**src/rtl/dcache_pkg.sv**
```systemverilog
// Geometry, address field positions and FSM encodings for the direct-mapped data cache.
package dcache_pkg;

    localparam int ADDR_W         = 32;
    localparam int WORD_W         = 32;
    localparam int INDEX_W        = 4;
    localparam int TAG_W          = 24;
    localparam int OFFSET_W       = 4;
    localparam int WORD_SEL_W     = 2;
    localparam int NUM_SETS       = 1 << INDEX_W;
    localparam int WORDS_PER_LINE = 1 << WORD_SEL_W;
    localparam int LINE_W         = WORD_W * WORDS_PER_LINE;

    localparam int TAG_LSB   = INDEX_W + OFFSET_W;
    localparam int INDEX_LSB = OFFSET_W;
    localparam int WORD_LSB  = 2;

    typedef enum logic [1:0] {
        ST_IDLE   = 2'd0,
        ST_WB     = 2'd1,
        ST_REFILL = 2'd2
    } state_e;

    function automatic logic [TAG_W-1:0] addr_tag(input logic [ADDR_W-1:0] addr);
        return addr[TAG_LSB +: TAG_W];
    endfunction

    function automatic logic [INDEX_W-1:0] addr_index(input logic [ADDR_W-1:0] addr);
        return addr[INDEX_LSB +: INDEX_W];
    endfunction

    function automatic logic [WORD_SEL_W-1:0] addr_word(input logic [ADDR_W-1:0] addr);
        return addr[WORD_LSB +: WORD_SEL_W];
    endfunction

endpackage

```
**src/rtl/dcache_if.sv**
```systemverilog
// CPU-side and line-buffer-side signals of the data cache in one bundle.
interface dcache_if;
    import dcache_pkg::*;

    logic                  cpu_req;
    logic                  cpu_we;
    logic [ADDR_W-1:0]     cpu_addr;
    logic [WORD_W-1:0]     cpu_wdata;
    logic [WORD_W-1:0]     cpu_rdata;
    logic                  cpu_stall;
    logic                  mem_r;
    logic                  mem_w;
    logic [ADDR_W-1:0]     mem_addr;
    logic [LINE_W-1:0]     mem_wdata;
    logic [LINE_W-1:0]     mem_rdata;
    logic                  mem_ready;

    // The cache is the slave; the CPU plus line buffer environment is the master.
    modport slave (
        input  cpu_req, cpu_we, cpu_addr, cpu_wdata, mem_rdata, mem_ready,
        output cpu_rdata, cpu_stall, mem_r, mem_w, mem_addr, mem_wdata
    );

    modport master (
        output cpu_req, cpu_we, cpu_addr, cpu_wdata, mem_rdata, mem_ready,
        input  cpu_rdata, cpu_stall, mem_r, mem_w, mem_addr, mem_wdata
    );

endinterface

```
**src/rtl/dcache_store.sv**
```systemverilog
// Per-set valid/dirty/tag/data storage: combinational read, synchronous word and line writes.
module dcache_store
    import dcache_pkg::*;
(
    input  logic                  clk,
    input  logic                  rst,
    input  logic [INDEX_W-1:0]    rd_index,
    output logic                  rd_valid,
    output logic                  rd_dirty,
    output logic [TAG_W-1:0]      rd_tag,
    output logic [LINE_W-1:0]     rd_line,
    input  logic                  word_we,
    input  logic [INDEX_W-1:0]    word_index,
    input  logic [WORD_SEL_W-1:0] word_sel,
    input  logic [WORD_W-1:0]     word_data,
    input  logic                  line_we,
    input  logic [INDEX_W-1:0]    line_index,
    input  logic [TAG_W-1:0]      line_tag,
    input  logic [LINE_W-1:0]     line_data
);

    logic [NUM_SETS-1:0] valid_q;
    logic [NUM_SETS-1:0] valid_d;
    logic [NUM_SETS-1:0] dirty_q;
    logic [NUM_SETS-1:0] dirty_d;

    logic [TAG_W-1:0]  tag_mem  [NUM_SETS];
    logic [LINE_W-1:0] data_mem [NUM_SETS];

    // A refill leaves the set clean; a store hit marks it dirty.
    for (genvar gi = 0; gi < NUM_SETS; gi++) begin : g_set_state
        logic line_sel;
        logic word_sel_hit;
        assign line_sel     = line_we && (line_index == INDEX_W'(gi));
        assign word_sel_hit = word_we && (word_index == INDEX_W'(gi));
        assign valid_d[gi]  = line_sel ? 1'b1 : valid_q[gi];
        assign dirty_d[gi]  = line_sel ? 1'b0 : (word_sel_hit ? 1'b1 : dirty_q[gi]);
    end

    always_ff @(posedge clk or posedge rst) begin
        if (rst) begin
            valid_q <= '0;
            dirty_q <= '0;
        end else begin
            valid_q <= valid_d;
            dirty_q <= dirty_d;
        end
    end

    // Tag and data arrays keep their contents across reset.
    always_ff @(posedge clk) begin
        if (line_we) begin
            tag_mem[line_index]  <= line_tag;
            data_mem[line_index] <= line_data;
        end else if (word_we) begin
            data_mem[word_index][{word_sel, 5'b0} +: WORD_W] <= word_data;
        end
    end

    assign rd_valid = valid_q[rd_index];
    assign rd_dirty = dirty_q[rd_index];
    assign rd_tag   = tag_mem[rd_index];
    assign rd_line  = data_mem[rd_index];

endmodule

```
**src/rtl/dcache_ctrl.sv**
```systemverilog
// Direct-mapped write-back write-allocate data cache controller: hit logic, miss FSM, line-buffer muxing.
module dcache_ctrl
    import dcache_pkg::*;
(
    input  logic     clk,
    input  logic     rst,
    dcache_if.slave  bus
);

    state_e state_q;
    state_e state_d;

    logic [INDEX_W-1:0]    req_index;
    logic [TAG_W-1:0]      req_tag;
    logic [WORD_SEL_W-1:0] req_word;
    logic                  rd_valid;
    logic                  rd_dirty;
    logic [TAG_W-1:0]      rd_tag;
    logic [LINE_W-1:0]     rd_line;
    logic                  hit;
    logic                  word_we;
    logic                  line_we;
    logic                  unused_addr_bits;

    assign req_index        = addr_index(bus.cpu_addr);
    assign req_tag          = addr_tag(bus.cpu_addr);
    assign req_word         = addr_word(bus.cpu_addr);
    assign unused_addr_bits = ^bus.cpu_addr[1:0];

    dcache_store u_store (
        .clk        (clk),
        .rst        (rst),
        .rd_index   (req_index),
        .rd_valid   (rd_valid),
        .rd_dirty   (rd_dirty),
        .rd_tag     (rd_tag),
        .rd_line    (rd_line),
        .word_we    (word_we),
        .word_index (req_index),
        .word_sel   (req_word),
        .word_data  (bus.cpu_wdata),
        .line_we    (line_we),
        .line_index (req_index),
        .line_tag   (req_tag),
        .line_data  (bus.mem_rdata)
    );

    assign hit           = rd_valid && (rd_tag == req_tag);
    assign bus.cpu_stall = bus.cpu_req && ((state_q != ST_IDLE) || !hit);
    assign bus.cpu_rdata = rd_line[{req_word, 5'b0} +: WORD_W];

    always_ff @(posedge clk or posedge rst) begin
        if (rst) begin
            state_q <= ST_IDLE;
        end else begin
            state_q <= state_d;
        end
    end

    // The victim line and its address come straight from the store; the CPU holds
    // its address while stalled, so both stay put for the whole write-back.
    always_comb begin
        state_d       = state_q;
        word_we       = 1'b0;
        line_we       = 1'b0;
        bus.mem_r     = 1'b0;
        bus.mem_w     = 1'b0;
        bus.mem_addr  = {bus.cpu_addr[ADDR_W-1:OFFSET_W], {OFFSET_W{1'b0}}};
        bus.mem_wdata = rd_line;
        case (state_q)
            ST_IDLE: begin
                if (bus.cpu_req) begin
                    if (hit) begin
                        word_we = bus.cpu_we;
                    end else if (rd_valid && rd_dirty) begin
                        state_d = ST_WB;
                    end else begin
                        state_d = ST_REFILL;
                    end
                end
            end
            ST_WB: begin
                bus.mem_w    = 1'b1;
                bus.mem_addr = {rd_tag, req_index, {OFFSET_W{1'b0}}};
                if (bus.mem_ready) begin
                    state_d = ST_REFILL;
                end
            end
            ST_REFILL: begin
                bus.mem_r = 1'b1;
                if (bus.mem_ready) begin
                    line_we = 1'b1;
                    state_d = ST_IDLE;
                end
            end
            default: begin
                state_d = ST_IDLE;
            end
        endcase
    end

endmodule

```
**src/flat_wrapper.sv**
```systemverilog
// flat-port wrapper written by rule: the top's interface ports become plain ports
module dcache_ctrl_flat import dcache_pkg::*;
  (clk, rst, bus_cpu_req, bus_cpu_we, bus_cpu_addr, bus_cpu_wdata, bus_mem_rdata, bus_mem_ready, bus_cpu_rdata, bus_cpu_stall, bus_mem_r, bus_mem_w, bus_mem_addr, bus_mem_wdata);
  dcache_if bus_i ();
  input  logic clk;
  input  logic rst;
  input wire logic [$bits(bus_i.cpu_req)-1:0] bus_cpu_req;
  input wire logic [$bits(bus_i.cpu_we)-1:0] bus_cpu_we;
  input wire logic [$bits(bus_i.cpu_addr)-1:0] bus_cpu_addr;
  input wire logic [$bits(bus_i.cpu_wdata)-1:0] bus_cpu_wdata;
  input wire logic [$bits(bus_i.mem_rdata)-1:0] bus_mem_rdata;
  input wire logic [$bits(bus_i.mem_ready)-1:0] bus_mem_ready;
  output wire logic [$bits(bus_i.cpu_rdata)-1:0] bus_cpu_rdata;
  output wire logic [$bits(bus_i.cpu_stall)-1:0] bus_cpu_stall;
  output wire logic [$bits(bus_i.mem_r)-1:0] bus_mem_r;
  output wire logic [$bits(bus_i.mem_w)-1:0] bus_mem_w;
  output wire logic [$bits(bus_i.mem_addr)-1:0] bus_mem_addr;
  output wire logic [$bits(bus_i.mem_wdata)-1:0] bus_mem_wdata;
  assign bus_i.cpu_req = bus_cpu_req;
  assign bus_i.cpu_we = bus_cpu_we;
  assign bus_i.cpu_addr = bus_cpu_addr;
  assign bus_i.cpu_wdata = bus_cpu_wdata;
  assign bus_i.mem_rdata = bus_mem_rdata;
  assign bus_i.mem_ready = bus_mem_ready;
  assign bus_cpu_rdata = bus_i.cpu_rdata;
  assign bus_cpu_stall = bus_i.cpu_stall;
  assign bus_mem_r = bus_i.mem_r;
  assign bus_mem_w = bus_i.mem_w;
  assign bus_mem_addr = bus_i.mem_addr;
  assign bus_mem_wdata = bus_i.mem_wdata;
  dcache_ctrl u_core (.clk(clk), .rst(rst), .bus(bus_i));
endmodule
```
**config.mk**
```make
export PLATFORM = sky130hd
export DESIGN_NAME = dcache_ctrl_flat
export DESIGN_NICKNAME = d
export VERILOG_FILES = /design/src/rtl/dcache_pkg.sv /design/src/rtl/dcache_if.sv /design/src/rtl/dcache_store.sv /design/src/rtl/dcache_ctrl.sv /design/src/flat_wrapper.sv
export SDC_FILE = /design/constraint.sdc
export NUM_CORES = 2
export LEC_CHECK = 0
export CELL_PAD_IN_SITES_DETAIL_PLACEMENT = 0
export CELL_PAD_IN_SITES_GLOBAL_PLACEMENT = 1
export CORE_MARGIN = 4
export CORE_UTILIZATION = 58
export CTS_CLUSTER_SIZE = 10
export DETAILED_ROUTE_END_ITERATION = 7
export PLACE_DENSITY_LB_ADDON = 0.12
export RECOVER_POWER = 25
export SLEW_MARGIN = 20
export SYNTH_ARGS = -nofsm -noshare
export SYNTH_HDL_FRONTEND = slang
export SYNTH_SLANG_ARGS = --single-unit
```
**constraint.sdc**
```tcl
create_clock -name clk -period 17.2 [get_ports clk]
set_input_delay 3.44 -clock clk [delete_from_list [all_inputs] [get_ports clk]]
set_output_delay 3.44 -clock clk [all_outputs]
set_load 0.02 [all_outputs]
```
==> flow_metrics.env <==
export IMPL_status="complete, but fails checks"
export IMPL_violations="max-capacitance violations, max-slew violations"
export IMPL_fill_cells=10560
export IMPL_area_growth_pct=15.51
export IMPL_period_share_pct=82.49
export IMPL_layout_common_cells="edfxtp_1 (2,432), mux4_2 (757), clkdlybuf4s50_1 (354), clkbuf_16 (306), nand2_1 (203)"
export IMPL_wirelength_um=265700
export IMPL_synth_edff_count=2432
export IMPL_vias_per_cell=6.753
export IMPL_mostFrequentLayoutCell="edfxtp_1"
export IMPL_synth_cells=4370
export IMPL_drive_gt1_share_pct=27.28
export IMPL_die_h_um=419.0
export IMPL_ctsResizeCount=0
export IMPL_clk_latency_ns=0.92
export IMPL_numCtsBuffers=299
export IMPL_grt_setup_unrepaired="false"
export IMPL_slew_headroom_pct=-153.0
export IMPL_vias=48540
export IMPL_dp_slack_ns=4.563
export IMPL_drv_cap=47
export IMPL_critPathLaunchType="input pin"
export IMPL_grt_ovfl_total=0
export IMPL_coreArea_mm2=0.1676
export IMPL_critical_path_max_fanout=65
export IMPL_setup_ws_ns=3.011
export IMPL_path_class="in -> out"
export IMPL_die_area_mm2=0.1755
export IMPL_setup_violations=0
export IMPL_numClockSinks=2466
export IMPL_worstHoldPathType="reg -> reg"
export IMPL_grt_max_degree=164
export IMPL_port_buffers=385
export IMPL_finalHoldViolations=0
export IMPL_rows=150
export IMPL_gp_congestion=0.7715
export IMPL_holdBufCountCts=0
export IMPL_cts_tree="yes"
export IMPL_track_usage_pct=30.63
export IMPL_postCtsSetupBuffers=0
export IMPL_critPathCaptureType="output port"
export IMPL_cts_clk_slew_worst_paths_ns=0.06
export IMPL_ys_ff_latch=2466
export IMPL_syn_avg_cell_area_um2=22.41
export IMPL_syn_area_mm2=0.09795
export IMPL_root_buffer="clkbuf_16"
export IMPL_drtAntennaViolNets=0
export IMPL_yosysSeqAreaShare_pct=75.43
export IMPL_post_route_drc_count=0
export IMPL_p_leak_nw=35.57
export IMPL_tightest_slew_ns=3.795
export IMPL_post_drt_wl_per_cell_um=36.97
export IMPL_power_density_mw_per_mm2=114.9
export IMPL_finalClockSkew_ns=0.05896
export IMPL_synth_cell_type_count=69
export IMPL_crit_arrival_ns=10.75
export IMPL_die_x_um=419.0
export IMPL_ys_warn_count=0
export IMPL_required_ns=13.76
export IMPL_setup_tns_ns=0
export IMPL_antenna_found_initial=31
export IMPL_synthArstFlopShare_pct=1.379
export IMPL_ir_worst_vdd_uv=121.5
export IMPL_clockBufferDepth=4
export IMPL_regArea_mm2=0.07388
export IMPL_report_final_slew_viol_count=1404
export IMPL_io_pins=392
export IMPL_h_tree_depth=5
export IMPL_max_freq_mhz=70.48
export IMPL_drt_first_pass_iters=6
export IMPL_initial_core_util_pct=58.44
export IMPL_min_period_ns=14.19
export IMPL_multi_input_area_mm2=0.02340
export IMPL_ys_flop_type="edfxtp_1"
export IMPL_grt_pass1_wl_um=369900
export IMPL_dp_hpwl_um=149900
export IMPL_layout_nets=5134
export IMPL_drt_iter0_markers=6530
export IMPL_grt_pass1_vias=48740
[stage by stage]
step	std cells	power (mW)	util, %	cell area (um2)	hold slack [ns]
finish	7188	13.00	67.51	113100	0.4674
global route	7181	13.39	67.50	113100	0.4691
CTS	7177	13.08	67.51	113100	0.4645
detailed placement	6833	7.783	62.80	105300	0.4476
global placement	6830	7.769	62.75	105200	0.4465
floorplan	4373	7.322	-	97960	0.4308
[report_power, final]
part | leakage [nW] | switching, mW | total [mW] | internal (mW)
clock | 3.87 | 2.17 | 5.34 | 3.16
sequential | 22.3 | 0.0151 | 6.69 | 6.67
combinational | 9.36 | 0.588 | 0.972 | 0.384
[synthesized netlist by cell type (14+ instances only)]
cell / n / share of area (%)
buf_1: 37 / 0.14
a21oi_1: 70 / 0.36
buf_6: 18 / 0.21
nor2_1: 35 / 0.13
inv_1: 133 / 0.51
edfxtp_1: 2432 / 75
mux2i_1: 195 / 2.0
nor2b_1: 14 / 0.089
xnor2_1: 22 / 0.20
nand2_1: 204 / 0.78
or2_2: 17 / 0.11
mux2_2: 16 / 0.18
clkbuf_1: 130 / 0.50
a22oi_1: 16 / 0.12
mux4_2: 757 / 17
o31ai_1: 16 / 0.12
buf_2: 41 / 0.21
buf_4: 25 / 0.19
o21ai_0: 33 / 0.17
dfrtp_1: 34 / 0.87
[worst max-delay path, stage by stage]
cell             delay, ns
buf_8                 0.49
buf_4                 0.65
clkbuf_1              2.71
mux4_2                0.68
a22oi_1               0.11
nand2_1               0.21
xnor2_1               0.19
nand2_1               0.08
or4b_1                0.46
or3_1                 0.77
and2_1                0.34
clkdlybuf4s50_1       0.53
[routing by layer]
| layer | part of all wire, % | up-vias | GRT usage (%) |
|---|---|---|---|
| met5 | 0.031 | - | 0 |
| met4 | 5.0 | 12 | 13.46 |
| met3 | 9.7 | 495 | 6.435 |
| met2 | 49 | 2797 | 48.68 |
| met1 | 36 | 25890 | 41.85 |
| li1 | - | 19350 | - |
[cell families after synthesis]
logic type,count (synthesis),synth area share (%)
other cells,1,0.003828
simple gates,321,1.528
xor+xnor,27,0.2567
flops,2466,75.43
mux,974,19.73
buf+inv,389,1.793
fa+ha+maj,5,0.06387
compound gates,187,1.202
[area by class of cell]
cell class	instances	share of cell area, %
multi-input cells	1518	20.68
inverters	137	0.4556
flip-flops and latches	2466	65.30
diodes	9	0.01991
repair buffers	510	4.141
clock buffers	335	6.882
clock inverters	9	0.08736
well taps	2204	2.437
[sequential cells by signal (all words and copies together) (netlist names)]
signal / count
u_core.u_store.tag_mem: 384
u_core.state_q: 2
u_core.u_store.valid_q: 16
u_core.u_store.dirty_q: 16
u_core.u_store.data_mem: 2048
[final timing paths]
check / start / end / slack [ns] / cells past startpoint
max: bus_cpu_addr[7] / bus_cpu_stall / 3.01 / 12
min: u_core.u_store.valid_q[2] / u_core.u_store.valid_q[2] / 0.47 / 1
max reg2reg: u_core.u_store.tag_mem[11][21] / u_core.u_store.data_mem[6][11] / 9.55 / 9
min reg2reg: u_core.u_store.valid_q[2] / u_core.u_store.valid_q[2] / 0.47 / 1
max in group asynchronous: rst / u_core.u_store.dirty_q[4] / 12.21 / 3
min in group asynchronous: rst / u_core.u_store.valid_q[1] / 3.77 / 3
Power figures use the tool's default switching activity.
